--- src/rtl/decode_stage.sv ---
// RV32I decode pipeline stage. Decodes one instruction per cycle into an ALU/memory bundle
// held in an output register, with an optional skid entry to absorb execute back-pressure.
module decode_stage #(
  parameter int unsigned XLEN = 32,
  parameter bit          SKID = 1'b1
) (
  input  logic            clk,
  input  logic            rst_n,
  input  logic            flush,
  input  logic            in_valid,
  output logic            in_ready,
  input  logic [31:0]     in_instr,
  input  logic [XLEN-1:0] in_pc,
  output logic [4:0]      rs1_addr,
  output logic [4:0]      rs2_addr,
  input  logic [XLEN-1:0] rs1_data,
  input  logic [XLEN-1:0] rs2_data,
  output logic            out_valid,
  input  logic            out_ready,
  output logic [3:0]      out_alu_ops,
  output logic [3:0]      out_access_type,
  output logic [XLEN-1:0] out_op1,
  output logic [XLEN-1:0] out_op2,
  output logic [XLEN-1:0] out_store_data,
  output logic [XLEN-1:0] out_imm,
  output logic [XLEN-1:0] out_pc,
  output logic [4:0]      out_rd,
  output logic            out_rd_we,
  output logic            out_illegal
);

  if (XLEN != 32) begin : g_xlen_check
    $error("decode_stage: only XLEN = 32 is supported");
  end

  localparam logic [3:0] AluAdd  = 4'd0;
  localparam logic [3:0] AluSub  = 4'd1;
  localparam logic [3:0] AluSll  = 4'd2;
  localparam logic [3:0] AluSlt  = 4'd3;
  localparam logic [3:0] AluSltu = 4'd4;
  localparam logic [3:0] AluXor  = 4'd5;
  localparam logic [3:0] AluSrl  = 4'd6;
  localparam logic [3:0] AluSra  = 4'd7;
  localparam logic [3:0] AluOr   = 4'd8;
  localparam logic [3:0] AluAnd  = 4'd9;
  localparam logic [3:0] AluSeq  = 4'd10;
  localparam logic [3:0] AluSne  = 4'd11;
  localparam logic [3:0] AluSge  = 4'd12;
  localparam logic [3:0] AluSgeu = 4'd13;

  localparam logic [3:0] AccNone = 4'd0;
  localparam logic [3:0] AccLb   = 4'd1;
  localparam logic [3:0] AccLh   = 4'd2;
  localparam logic [3:0] AccLw   = 4'd3;
  localparam logic [3:0] AccLbu  = 4'd4;
  localparam logic [3:0] AccLhu  = 4'd5;
  localparam logic [3:0] AccSb   = 4'd6;
  localparam logic [3:0] AccSh   = 4'd7;
  localparam logic [3:0] AccSw   = 4'd8;

  localparam logic [6:0] OpLui    = 7'b0110111;
  localparam logic [6:0] OpAuipc  = 7'b0010111;
  localparam logic [6:0] OpJal    = 7'b1101111;
  localparam logic [6:0] OpJalr   = 7'b1100111;
  localparam logic [6:0] OpBranch = 7'b1100011;
  localparam logic [6:0] OpLoad   = 7'b0000011;
  localparam logic [6:0] OpStore  = 7'b0100011;
  localparam logic [6:0] OpImm    = 7'b0010011;
  localparam logic [6:0] OpReg    = 7'b0110011;
  localparam logic [6:0] OpFence  = 7'b0001111;
  localparam logic [6:0] OpSystem = 7'b1110011;

  typedef struct packed {
    logic [3:0]      alu;
    logic [3:0]      access;
    logic [XLEN-1:0] op1;
    logic [XLEN-1:0] op2;
    logic [XLEN-1:0] store_data;
    logic [XLEN-1:0] imm;
    logic [XLEN-1:0] pc;
    logic [4:0]      rd;
    logic            rd_we;
    logic            illegal;
  } bundle_t;

  logic [6:0]      opcode;
  logic [2:0]      funct3;
  logic [6:0]      funct7;
  logic [4:0]      rd_f;
  logic [XLEN-1:0] rs1_val, rs2_val;
  logic [XLEN-1:0] imm_i, imm_s, imm_b, imm_u, imm_j, shamt;
  logic            legal, wr;
  bundle_t         dec;

  assign rs1_addr = in_instr[19:15];
  assign rs2_addr = in_instr[24:20];
  assign opcode   = in_instr[6:0];
  assign funct3   = in_instr[14:12];
  assign funct7   = in_instr[31:25];
  assign rd_f     = in_instr[11:7];

  assign rs1_val = (rs1_addr == 5'd0) ? '0 : rs1_data;
  assign rs2_val = (rs2_addr == 5'd0) ? '0 : rs2_data;

  assign imm_i = {{(XLEN-12){in_instr[31]}}, in_instr[31:20]};
  assign imm_s = {{(XLEN-12){in_instr[31]}}, in_instr[31:25], in_instr[11:7]};
  assign imm_b = {{(XLEN-13){in_instr[31]}}, in_instr[31], in_instr[7], in_instr[30:25],
                  in_instr[11:8], 1'b0};
  assign imm_u = {in_instr[31:12], 12'b0};
  assign imm_j = {{(XLEN-21){in_instr[31]}}, in_instr[31], in_instr[19:12], in_instr[20],
                  in_instr[30:21], 1'b0};
  assign shamt = {{(XLEN-5){1'b0}}, in_instr[24:20]};

  always_comb begin
    dec    = '0;
    dec.pc = in_pc;
    legal  = 1'b1;
    wr     = 1'b0;
    case (opcode)
      OpLui: begin
        dec.op1 = imm_u;
        dec.imm = imm_u;
        wr      = 1'b1;
      end
      OpAuipc: begin
        dec.op1 = imm_u;
        dec.op2 = in_pc;
        dec.imm = imm_u;
        wr      = 1'b1;
      end
      OpJal: begin
        dec.op1 = imm_j;
        dec.op2 = in_pc;
        dec.imm = imm_j;
        wr      = 1'b1;
      end
      OpJalr: begin
        dec.op1 = rs1_val;
        dec.op2 = imm_i;
        dec.imm = imm_i;
        wr      = 1'b1;
        legal   = (funct3 == 3'b000);
      end
      OpBranch: begin
        dec.op1 = rs1_val;
        dec.op2 = rs2_val;
        dec.imm = imm_b;
        case (funct3)
          3'b000:  dec.alu = AluSeq;
          3'b001:  dec.alu = AluSne;
          3'b100:  dec.alu = AluSlt;
          3'b101:  dec.alu = AluSge;
          3'b110:  dec.alu = AluSltu;
          3'b111:  dec.alu = AluSgeu;
          default: legal   = 1'b0;
        endcase
      end
      OpLoad: begin
        dec.op1 = rs1_val;
        dec.op2 = imm_i;
        dec.imm = imm_i;
        wr      = 1'b1;
        case (funct3)
          3'b000:  dec.access = AccLb;
          3'b001:  dec.access = AccLh;
          3'b010:  dec.access = AccLw;
          3'b100:  dec.access = AccLbu;
          3'b101:  dec.access = AccLhu;
          default: legal      = 1'b0;
        endcase
      end
      OpStore: begin
        dec.op1        = rs1_val;
        dec.op2        = imm_s;
        dec.imm        = imm_s;
        dec.store_data = rs2_val;
        case (funct3)
          3'b000:  dec.access = AccSb;
          3'b001:  dec.access = AccSh;
          3'b010:  dec.access = AccSw;
          default: legal      = 1'b0;
        endcase
      end
      OpImm: begin
        dec.op1 = rs1_val;
        dec.op2 = imm_i;
        dec.imm = imm_i;
        wr      = 1'b1;
        case (funct3)
          3'b000: dec.alu = AluAdd;
          3'b010: dec.alu = AluSlt;
          3'b011: dec.alu = AluSltu;
          3'b100: dec.alu = AluXor;
          3'b110: dec.alu = AluOr;
          3'b111: dec.alu = AluAnd;
          3'b001: begin
            dec.alu = AluSll;
            dec.op2 = shamt;
            legal   = (funct7 == 7'b0000000);
          end
          default: begin
            dec.op2 = shamt;
            dec.alu = (funct7 == 7'b0100000) ? AluSra : AluSrl;
            legal   = (funct7 == 7'b0000000) || (funct7 == 7'b0100000);
          end
        endcase
      end
      OpReg: begin
        dec.op1 = rs1_val;
        dec.op2 = rs2_val;
        wr      = 1'b1;
        if (funct7 == 7'b0000000) begin
          case (funct3)
            3'b000:  dec.alu = AluAdd;
            3'b001:  dec.alu = AluSll;
            3'b010:  dec.alu = AluSlt;
            3'b011:  dec.alu = AluSltu;
            3'b100:  dec.alu = AluXor;
            3'b101:  dec.alu = AluSrl;
            3'b110:  dec.alu = AluOr;
            default: dec.alu = AluAnd;
          endcase
        end else if (funct7 == 7'b0100000 && funct3 == 3'b000) begin
          dec.alu = AluSub;
        end else if (funct7 == 7'b0100000 && funct3 == 3'b101) begin
          dec.alu = AluSra;
        end else begin
          legal = 1'b0;
        end
      end
      // FENCE, ECALL and EBREAK travel down as no-op bundles with no writeback.
      OpFence:  legal = (funct3 == 3'b000);
      OpSystem: legal = (in_instr == 32'h0000_0073) || (in_instr == 32'h0010_0073);
      default:  legal = 1'b0;
    endcase

    if (!legal) begin
      dec         = '0;
      dec.pc      = in_pc;
      dec.illegal = 1'b1;
    end else begin
      dec.rd    = wr ? rd_f : 5'd0;
      dec.rd_we = wr && (rd_f != 5'd0);
    end
  end

  logic    out_valid_q, out_valid_d;
  bundle_t out_q, out_d;
  logic    in_fire, out_fire;

  assign in_fire  = in_valid && in_ready && !flush;
  assign out_fire = out_valid_q && out_ready;

  if (SKID) begin : g_skid
    logic    skid_valid_q, skid_valid_d, ready_q;
    bundle_t skid_q, skid_d;

    assign in_ready = ready_q;

    always_comb begin
      out_valid_d  = out_valid_q;
      out_d        = out_q;
      skid_valid_d = skid_valid_q;
      skid_d       = skid_q;
      if (flush) begin
        out_valid_d  = 1'b0;
        skid_valid_d = 1'b0;
      end else if (out_fire) begin
        if (skid_valid_q) begin
          out_d        = skid_q;
          skid_valid_d = 1'b0;
        end else if (in_fire) begin
          out_d = dec;
        end else begin
          out_valid_d = 1'b0;
        end
      end else if (in_fire) begin
        if (out_valid_q) begin
          skid_d       = dec;
          skid_valid_d = 1'b1;
        end else begin
          out_d       = dec;
          out_valid_d = 1'b1;
        end
      end
    end

    // ready_q mirrors !skid_valid_q once out of reset, so in_fire never coincides with a full skid.
    always_ff @(posedge clk or negedge rst_n) begin
      if (!rst_n) begin
        skid_valid_q <= 1'b0;
        skid_q       <= '0;
        ready_q      <= 1'b0;
      end else begin
        skid_valid_q <= skid_valid_d;
        skid_q       <= skid_d;
        ready_q      <= !skid_valid_d;
      end
    end
  end else begin : g_no_skid
    logic alive_q;

    assign in_ready = alive_q && (!out_valid_q || out_ready);

    always_comb begin
      out_valid_d = out_valid_q;
      out_d       = out_q;
      if (flush) begin
        out_valid_d = 1'b0;
      end else if (in_fire) begin
        out_d       = dec;
        out_valid_d = 1'b1;
      end else if (out_fire) begin
        out_valid_d = 1'b0;
      end
    end

    always_ff @(posedge clk or negedge rst_n) begin
      if (!rst_n) begin
        alive_q <= 1'b0;
      end else begin
        alive_q <= 1'b1;
      end
    end
  end

  always_ff @(posedge clk or negedge rst_n) begin
    if (!rst_n) begin
      out_valid_q <= 1'b0;
      out_q       <= '0;
    end else begin
      out_valid_q <= out_valid_d;
      out_q       <= out_d;
    end
  end

  assign out_valid       = out_valid_q;
  assign out_alu_ops     = out_q.alu;
  assign out_access_type = out_q.access;
  assign out_op1         = out_q.op1;
  assign out_op2         = out_q.op2;
  assign out_store_data  = out_q.store_data;
  assign out_imm         = out_q.imm;
  assign out_pc          = out_q.pc;
  assign out_rd          = out_q.rd;
  assign out_rd_we       = out_q.rd_we;
  assign out_illegal     = out_q.illegal;

endmodule
--- config.mk ---
export PLATFORM = sky130hd
export DESIGN_NAME = decode_stage
export DESIGN_NICKNAME = d
export VERILOG_FILES = /design/src/rtl/decode_stage.sv
export SDC_FILE = /design/constraint.sdc
export NUM_CORES = 1
export LEC_CHECK = 0
export BUFFER_PORTS_ARGS = -buffer_cell sky130_fd_sc_hd__buf_2
export CORE_ASPECT_RATIO = 1.2
export CORE_MARGIN = 2
export CORE_UTILIZATION = 50
export DETAILED_ROUTE_END_ITERATION = 12
export GPL_TIMING_DRIVEN = 0
export PLACE_DENSITY = 0.81
export SYNTH_ARGS = -nofsm -noshare
export SYNTH_HDL_FRONTEND = slang
export SYNTH_SLANG_ARGS = --single-unit
export TNS_END_PERCENT = 50
--- constraint.sdc ---
create_clock -name clk -period 2.08 [get_ports clk]
set_clock_uncertainty 0.15 [all_clocks]
set_input_delay 0.312 -clock clk [delete_from_list [all_inputs] [get_ports clk]]
set_output_delay 0.312 -clock clk [all_outputs]
set_load 0.01 [all_outputs]
==> results.ini, run 1 <==
[outcome]
status=finished, violations left
violations_in_the_final_reports=setup timing

[timing]
max_slew_margin_pct=47.7
max_freq_ghz=0.462
period_share_pct=104
number_of_slew_limit_violations_in_the_final_report=0
fin_ws_ps=-84.1
final-setup-viol-count=63
max_slew.worst_pin.slew_ps=784
post-route-min-period_ps=2160
timing_hold_violations_final=0
grt_setup_unrepaired=yes

[power]
worst_ir_drop_vdd_v=0.000531
power.density_cell_area_nw_per_um2=734
static-leakage-power_uw=0.0109

[detailed_routing]
ant_nets=0
post_drt_via_cell_ratio=6.42
via_count=17140
drt-wirelength-per-cell_um=24.9
drt_first_pass_iters=8
drc_errors=0
route.final.wire_length_mm=66.6
dr.first_iter.drc_count=2179

[die]
die-area_um2=34700
die_height_um=204
core_area_um2=32900
rows=73
initial_utilization_pct=50.5
io-pin-count=320
die_width_um=170

[logic_synthesis]
netlist_area_um2=16600
yosys.cell_types.count=64
synthMostInstantiatedCell=sky130_fd_sc_hd__nand2_1
ys_ff_latch=353
synth_common_cells=sky130_fd_sc_hd__nand2_1, sky130_fd_sc_hd__dfrtp_1, sky130_fd_sc_hd__clkbuf_1, sky130_fd_sc_hd__a21oi_1, sky130_fd_sc_hd__and3_1
synth_enable_flop_cells=0
post-synth-top-area-fraction_pct=53.2
synth-warning-count=0
syn_nets=1889
syn-instance-count=1756
async_reset_ff_share_pct=100
synth_ff_type=sky130_fd_sc_hd__dfrtp_1
leading_post_synthesis_cells_by_cell_area=sky130_fd_sc_hd__dfrtp_1, sky130_fd_sc_hd__nand2_1, sky130_fd_sc_hd__and3_1
synth_seq_area_share_pct=53.2
netlist.top_cell.by_area=sky130_fd_sc_hd__dfrtp_1
post_synth.cell_area_avg_um2=9.45

[grt]
wire_length_of_the_first_global_routing_pass_mm=97.1
global_route.peak_usage_layer=met2
gr-usage-all-layers_pct=36.9
number_of_antenna_violations_at_the_first_check_in_global_routing=4
global_route.usage.met2_pct=58.1
grt_start_max_net_pins=126
global_route_track_usage_on_met3_pct=9.64
groute.layer.met1.usage_pct=45.2
global_route.overflow_total=0
via_count_of_the_first_global_routing_pass=16508

[layout]
nFillCells=2454
layout.cells.non_filler=2671
final_cell_area_um2=22600
relative_area_change_from_synthesis_to_final_layout_pct=35.9
post_route_cells_drive_above_1_share_pct=32.5
number_of_nets_at_the_end_of_the_flow=2361

[setup_path]
critPathCaptureType=register
r2r-start=g_skid.skid_valid_q
worstPathRequired_ps=2400
largest_fanout_on_the_critical_path=5
worstPathArrival_ps=2480
critPathKind=in2reg
timing.critical_path.from_type=primary input
worst_setup_path_startpoint=in_instr[29]

[clock_tree]
clock-sinks=353
cts-htree-levels=2
worstSkewPairLatency_ps=540
clock-root-buffer=sky130_fd_sc_hd__clkbuf_16
tritoncts=yes
clock_tree.buffer_depth=3
clock_edge_transition_at_the_registers_on_the_reported_setup_and_hold_paths_ps=60
cts-buffers-inserted=36

[hold_path]
min_path_type=in2reg
worstHoldStart=rs1_data[16]

[place]
gpl.final_weighted_congestion=0.970
place_area_um2=18900
numPlacedInstances=2484
place.port_buffers=313
place_hpwl_mm=45.2

[flow_run]
max_cap_violations=0

## worst max-delay path, stage by stage
cell                      delay (ps)
sky130_fd_sc_hd__buf_12          110
sky130_fd_sc_hd__or4_4           580
sky130_fd_sc_hd__nor3_4          230
sky130_fd_sc_hd__a32oi_2         170
sky130_fd_sc_hd__and4b_4         270
sky130_fd_sc_hd__buf_12          160
sky130_fd_sc_hd__buf_12          150
sky130_fd_sc_hd__a31oi_4         290
sky130_fd_sc_hd__mux2_4          210
## cell type report
cell class	count	area [um2]	share of cell area, %
sequential	353	8830	39.2
multi-input combinational	1226	7710	34.2
timing repair buffer	440	3030	13.4
buffer	166	1190	5.27
clock buffer	55	1080	4.81
tap	412	515	2.29
clock inverter	9	161	0.715
inverter	5	18.8	0.0832
antenna	5	12.5	0.0555
## path summary, 6_finish.rpt
| kind | to | slack (ps) | depth (start not counted) |
|---|---|---|---|
| setup / recovery | g_skid.skid_q[112] | -80 | 9 |
| hold / removal | out_op1[16] | 20 | 3 |
| setup reg to reg | out_store_data[26] | -70 | 7 |
| hold reg to reg | g_skid.skid_q[77] | 320 | 2 |
| max in group asynchronous | out_valid | 440 | 4 |
| min in group asynchronous | out_op1[25] | 120 | 2 |
## layer usage
metal / wire, um / up-vias
met4: 5050 / 2
met2: 30300 / 1228
met3: 7650 / 285
met1: 23600 / 8390
li1: - / 7235
met5: 10 / -
## placed cells by master (no fill, tap or decap), types with 11 or more instances in the layout
cell                            instances
sky130_fd_sc_hd__nand2_1              368
sky130_fd_sc_hd__dfrtp_1              352
sky130_fd_sc_hd__buf_2                316
sky130_fd_sc_hd__and3_1               114
sky130_fd_sc_hd__a21oi_1              106
sky130_fd_sc_hd__o21ai_1               87
sky130_fd_sc_hd__nor2_1                80
sky130_fd_sc_hd__dlygate4sd3_1         75
sky130_fd_sc_hd__a221o_1               67
sky130_fd_sc_hd__clkbuf_2              63
sky130_fd_sc_hd__buf_4                 50
sky130_fd_sc_hd__clkbuf_16             46
sky130_fd_sc_hd__o21ai_0               40
sky130_fd_sc_hd__mux2_2                38
sky130_fd_sc_hd__clkbuf_1              38
sky130_fd_sc_hd__a31oi_1               34
sky130_fd_sc_hd__a22oi_1               27
sky130_fd_sc_hd__nand3_1               23
sky130_fd_sc_hd__a22o_1                23
sky130_fd_sc_hd__clkbuf_4              17
sky130_fd_sc_hd__o31ai_2               17
sky130_fd_sc_hd__o21ai_2               17
sky130_fd_sc_hd__buf_6                 17
sky130_fd_sc_hd__clkbuf_8              14
sky130_fd_sc_hd__nand4_1               14
sky130_fd_sc_hd__buf_8                 13
sky130_fd_sc_hd__nor2_2                12
sky130_fd_sc_hd__a31oi_4               11
sky130_fd_sc_hd__o31ai_1               11
## sequential cells by signal (all words and copies together), names as in the netlist, 4 cells and up
signal	cells
out_access_type	4
g_skid.skid_q	175
out_pc	32
out_rd	5
out_op1	32
out_op2	32
out_imm	32
out_alu_ops	4
out_store_data	32
## cells by family after synthesis
group	count (synthesis)	synth area share, %
xor gates and xnor gates	5	0.264
AOI/OAI and AO/OA	500	20.2
buffers and inverters	178	4.80
muxes	42	2.85
DFF	353	53.2
and+or+nand+nor	678	18.7
## through the flow
step                      hold slack (ps)  util, %  power (uW)  TNS (ps)  setup WS [ps]
after floorplan                      -134        -        8350    -31790           -184
after global placement                301     57.2        9240  -2409870          -6080
after detailed placement             95.7     57.5        9320   -288890          -1440
after CTS                            6.22     66.4       16400      -555          -50.0
after global routing                 19.9     68.6       17000     -4160           -112
final                                15.4     68.6       16600     -2060          -84.1
## power breakdown
group	switching, uW	internal (uW)
Combinational	1320	802
Sequential	230	7230
Clock	2870	4110
## repair_timing
action                     4_1_cts  5_1_grt
buffers inserted                19       20
hold endpoints to repair       194        0
setup endpoints to repair      352      290
hold buffers                    75        0
gates resized for setup        226      150
gates cloned                     3        8
pin swaps                       14       19
(Power assumes the default switching activity.)
==> run 2, diff against run 1 <==
CORE_ASPECT_RATIO = 0.9   (was 1.2)
==> run 2 against run 1 <==
Against the previous run:
- the run still ends with setup timing left
- sequential power hardly changed
- critical path depth stayed put
- fmax is 1.6% lower
- via count is 0.51% lower
- sequential share of layout area is 0.52 points higher
- global-route usage is 0.36 points lower
- wire length is 1.4% lower
- first-iteration DRC count is 6.7% lower
- combinational power hardly changed
==> results.ini, run 2 (synthesized netlist as in run 1, its figures left out) <==
[detailed_routing]
drt-wirelength-per-cell_um=24.6
post_drt_via_cell_ratio=6.39
dr.first_iter.drc_count=2034
ant_nets=0
drc_errors=0
drt_first_pass_iters=6
via_count=17052
route.final.wire_length_mm=65.7

[setup_path]
critPathSlowestCell=sky130_fd_sc_hd__or4_4
worstPathRequired_ps=2400
reg2regPathDepth=7
worst_setup_path_startpoint=in_instr[25]
critPathCaptureType=register
worst_path_most_repeated_cell=sky130_fd_sc_hd__buf_12
r2r-start=out_valid
critPathKind=in2reg
critical-path-max-stage-delay_ps=490
critical_path.reg2reg.endpoint=out_store_data[27]
crit_path_cell_trace=clkbuf_4, or4_4, nor3_4, nand4_1, and4b_4, buf_12, buf_12, a31oi_4, mux2_4
worstSetupEndpoint=g_skid.skid_q[113]
r2r_slack_ps=-90
largest_fanout_on_the_critical_path=10
gate_family_responsible_for_the_most_delay_along_the_worst_path=simple AND/OR/NAND/NOR gates
timing.critical_path.from_type=primary input
critical_path_cell_count=9
path_buf_inv=3
worstPathArrival_ps=2520

[power]
static-leakage-power_uw=0.0107
power.density_cell_area_nw_per_um2=729
worst_ir_drop_vdd_v=0.000572
power.total_uw=16200

[timing]
max_slew_margin_pct=45.7
max_freq_ghz=0.454
max_slew.worst_pin.slew_ps=809
final-setup-viol-count=100
grt_setup_unrepaired=yes
period_share_pct=106
timing_hold_violations_final=0
post-route-min-period_ps=2200
number_of_slew_limit_violations_in_the_final_report=0
hold_ws_ps=14.4
fin_ws_ps=-120

[layout]
layout_common_cells=sky130_fd_sc_hd__nand2_1, sky130_fd_sc_hd__dfrtp_1, sky130_fd_sc_hd__buf_2
nFillCells=2479
most_frequent_standard_cell_in_the_layout_excluding_fill_and_tap_cells=sky130_fd_sc_hd__nand2_1
number_of_nets_at_the_end_of_the_flow=2356
post_route_cells_drive_above_1_share_pct=31.4
largest_register_ffs=175
relative_area_change_from_synthesis_to_final_layout_pct=34.2
largest_register_by_flop_count=g_skid.skid_q
post-route-util_pct=67.9
final_cell_area_um2=22300

[clock_tree]
clock_edge_transition_at_the_registers_on_the_reported_setup_and_hold_paths_ps=60
clock_tree.buffer_depth=3
worstSkewPairLatency_ps=540
cts-buffers-inserted=38
clock-sinks=353
tritoncts=yes
cts-htree-levels=2
clock-root-buffer=sky130_fd_sc_hd__clkbuf_16

[grt]
grt_start_max_net_pins=129
wire_length_of_the_first_global_routing_pass_mm=96.4
number_of_antenna_violations_at_the_first_check_in_global_routing=6
via_count_of_the_first_global_routing_pass=16434
global_route.overflow_total=0
gr-usage-all-layers_pct=36.6

[place]
place.port_buffers=313
place_area_um2=18900
place_hpwl_mm=45.1
gpl.final_weighted_congestion=0.930

[die]
io-pin-count=320
rows=63
die_height_um=177
die-area_um2=34700
core_area_um2=32800
initial_utilization_pct=50.6
die_width_um=196

[outcome]
violations_in_the_final_reports=setup timing
status=finished, violations left

[hold_path]
min_path_type=in2reg

[flow_run]
max_cap_violations=0

[run 2: changes by cell type in the layout (fill, tap and decap cells not counted), sizes merged]
cell / before / now
inv: 5 / 6
clkinv: 3 / 4
clkinvlp: 2 / 1
dlygate4sd3: 75 / 80
clkbuf: 178 / 166
diode: 5 / 1
buf: 408 / 407
nand3: 29 / 28
bufinv: 4 / 2
[run 2: worst min path at each step]
stage	start	endpoint	slack, ps	cells past startpoint
after floorplan	rst_n	g_skid.skid_q[0]	-130	0
after global placement	g_skid.skid_q[62]	g_skid.skid_q[62]	300	2
after detailed placement	rst_n	out_store_data[26]	120	1
after CTS	in_instr[10]	out_rd[3]	-50	3
after global routing	in_instr[23]	out_imm[23]	20	3
final	rs1_data[13]	out_op1[13]	10	3
[run 2: metal layers]
layer,vias to the layer above,GRT usage [%],part of all wire (%)
met5,-,0,0.11
met4,10,19.2,5.7
met3,289,11.4,13
met2,1178,54.0,43
met1,8340,48.6,38
li1,7235,-,-
[run 2: cell type report]
type                       instances  area, um2  share of cell area (%)
antenna                            1       2.50                  0.0112
buffer                           167       1110                    4.98
clock buffer                      53       1090                    4.89
clock inverter                     8        100                   0.450
inverter                           5       18.8                  0.0843
multi-input combinational       1225       7680                    34.5
sequential                       353       8840                    39.7
tap                              422        528                    2.37
timing repair buffer             433       2910                    13.1
[run 2: power breakdown]
part	switching (uW)	internal [uW]
Combinational	1310	786
Sequential	236	7240
Clock	2800	3880
[run 2: metrics by stage]
stage               setup TNS [ps]  setup slack (ps)  std cells
floorplan                   -31790              -184       1756
global placement          -2377780             -6030       2491
detailed placement         -281610             -1400       2494
CTS                          -1080             -75.1       2645
global route                 -9750              -134       2666
finish                       -5160              -120       2667
[run 2: worst reg2reg max path, stage by stage, from the launching register on]
cell	delay [ps]
sky130_fd_sc_hd__dfrtp_2	470
sky130_fd_sc_hd__nor2b_4	170
sky130_fd_sc_hd__a211o_4	370
sky130_fd_sc_hd__nor2_4	210
sky130_fd_sc_hd__and4_1	230
sky130_fd_sc_hd__buf_6	190
sky130_fd_sc_hd__clkbuf_16	180
sky130_fd_sc_hd__a221o_1	140
[run 2: repair_timing]
action	in CTS	in global routing
resized for setup	178	176
hold buffers	79	1
hold endpoints to repair	209	2
gates cloned	0	2
pin swaps	15	34
endpoints found under the setup margin	352	318
buffers inserted	16	19
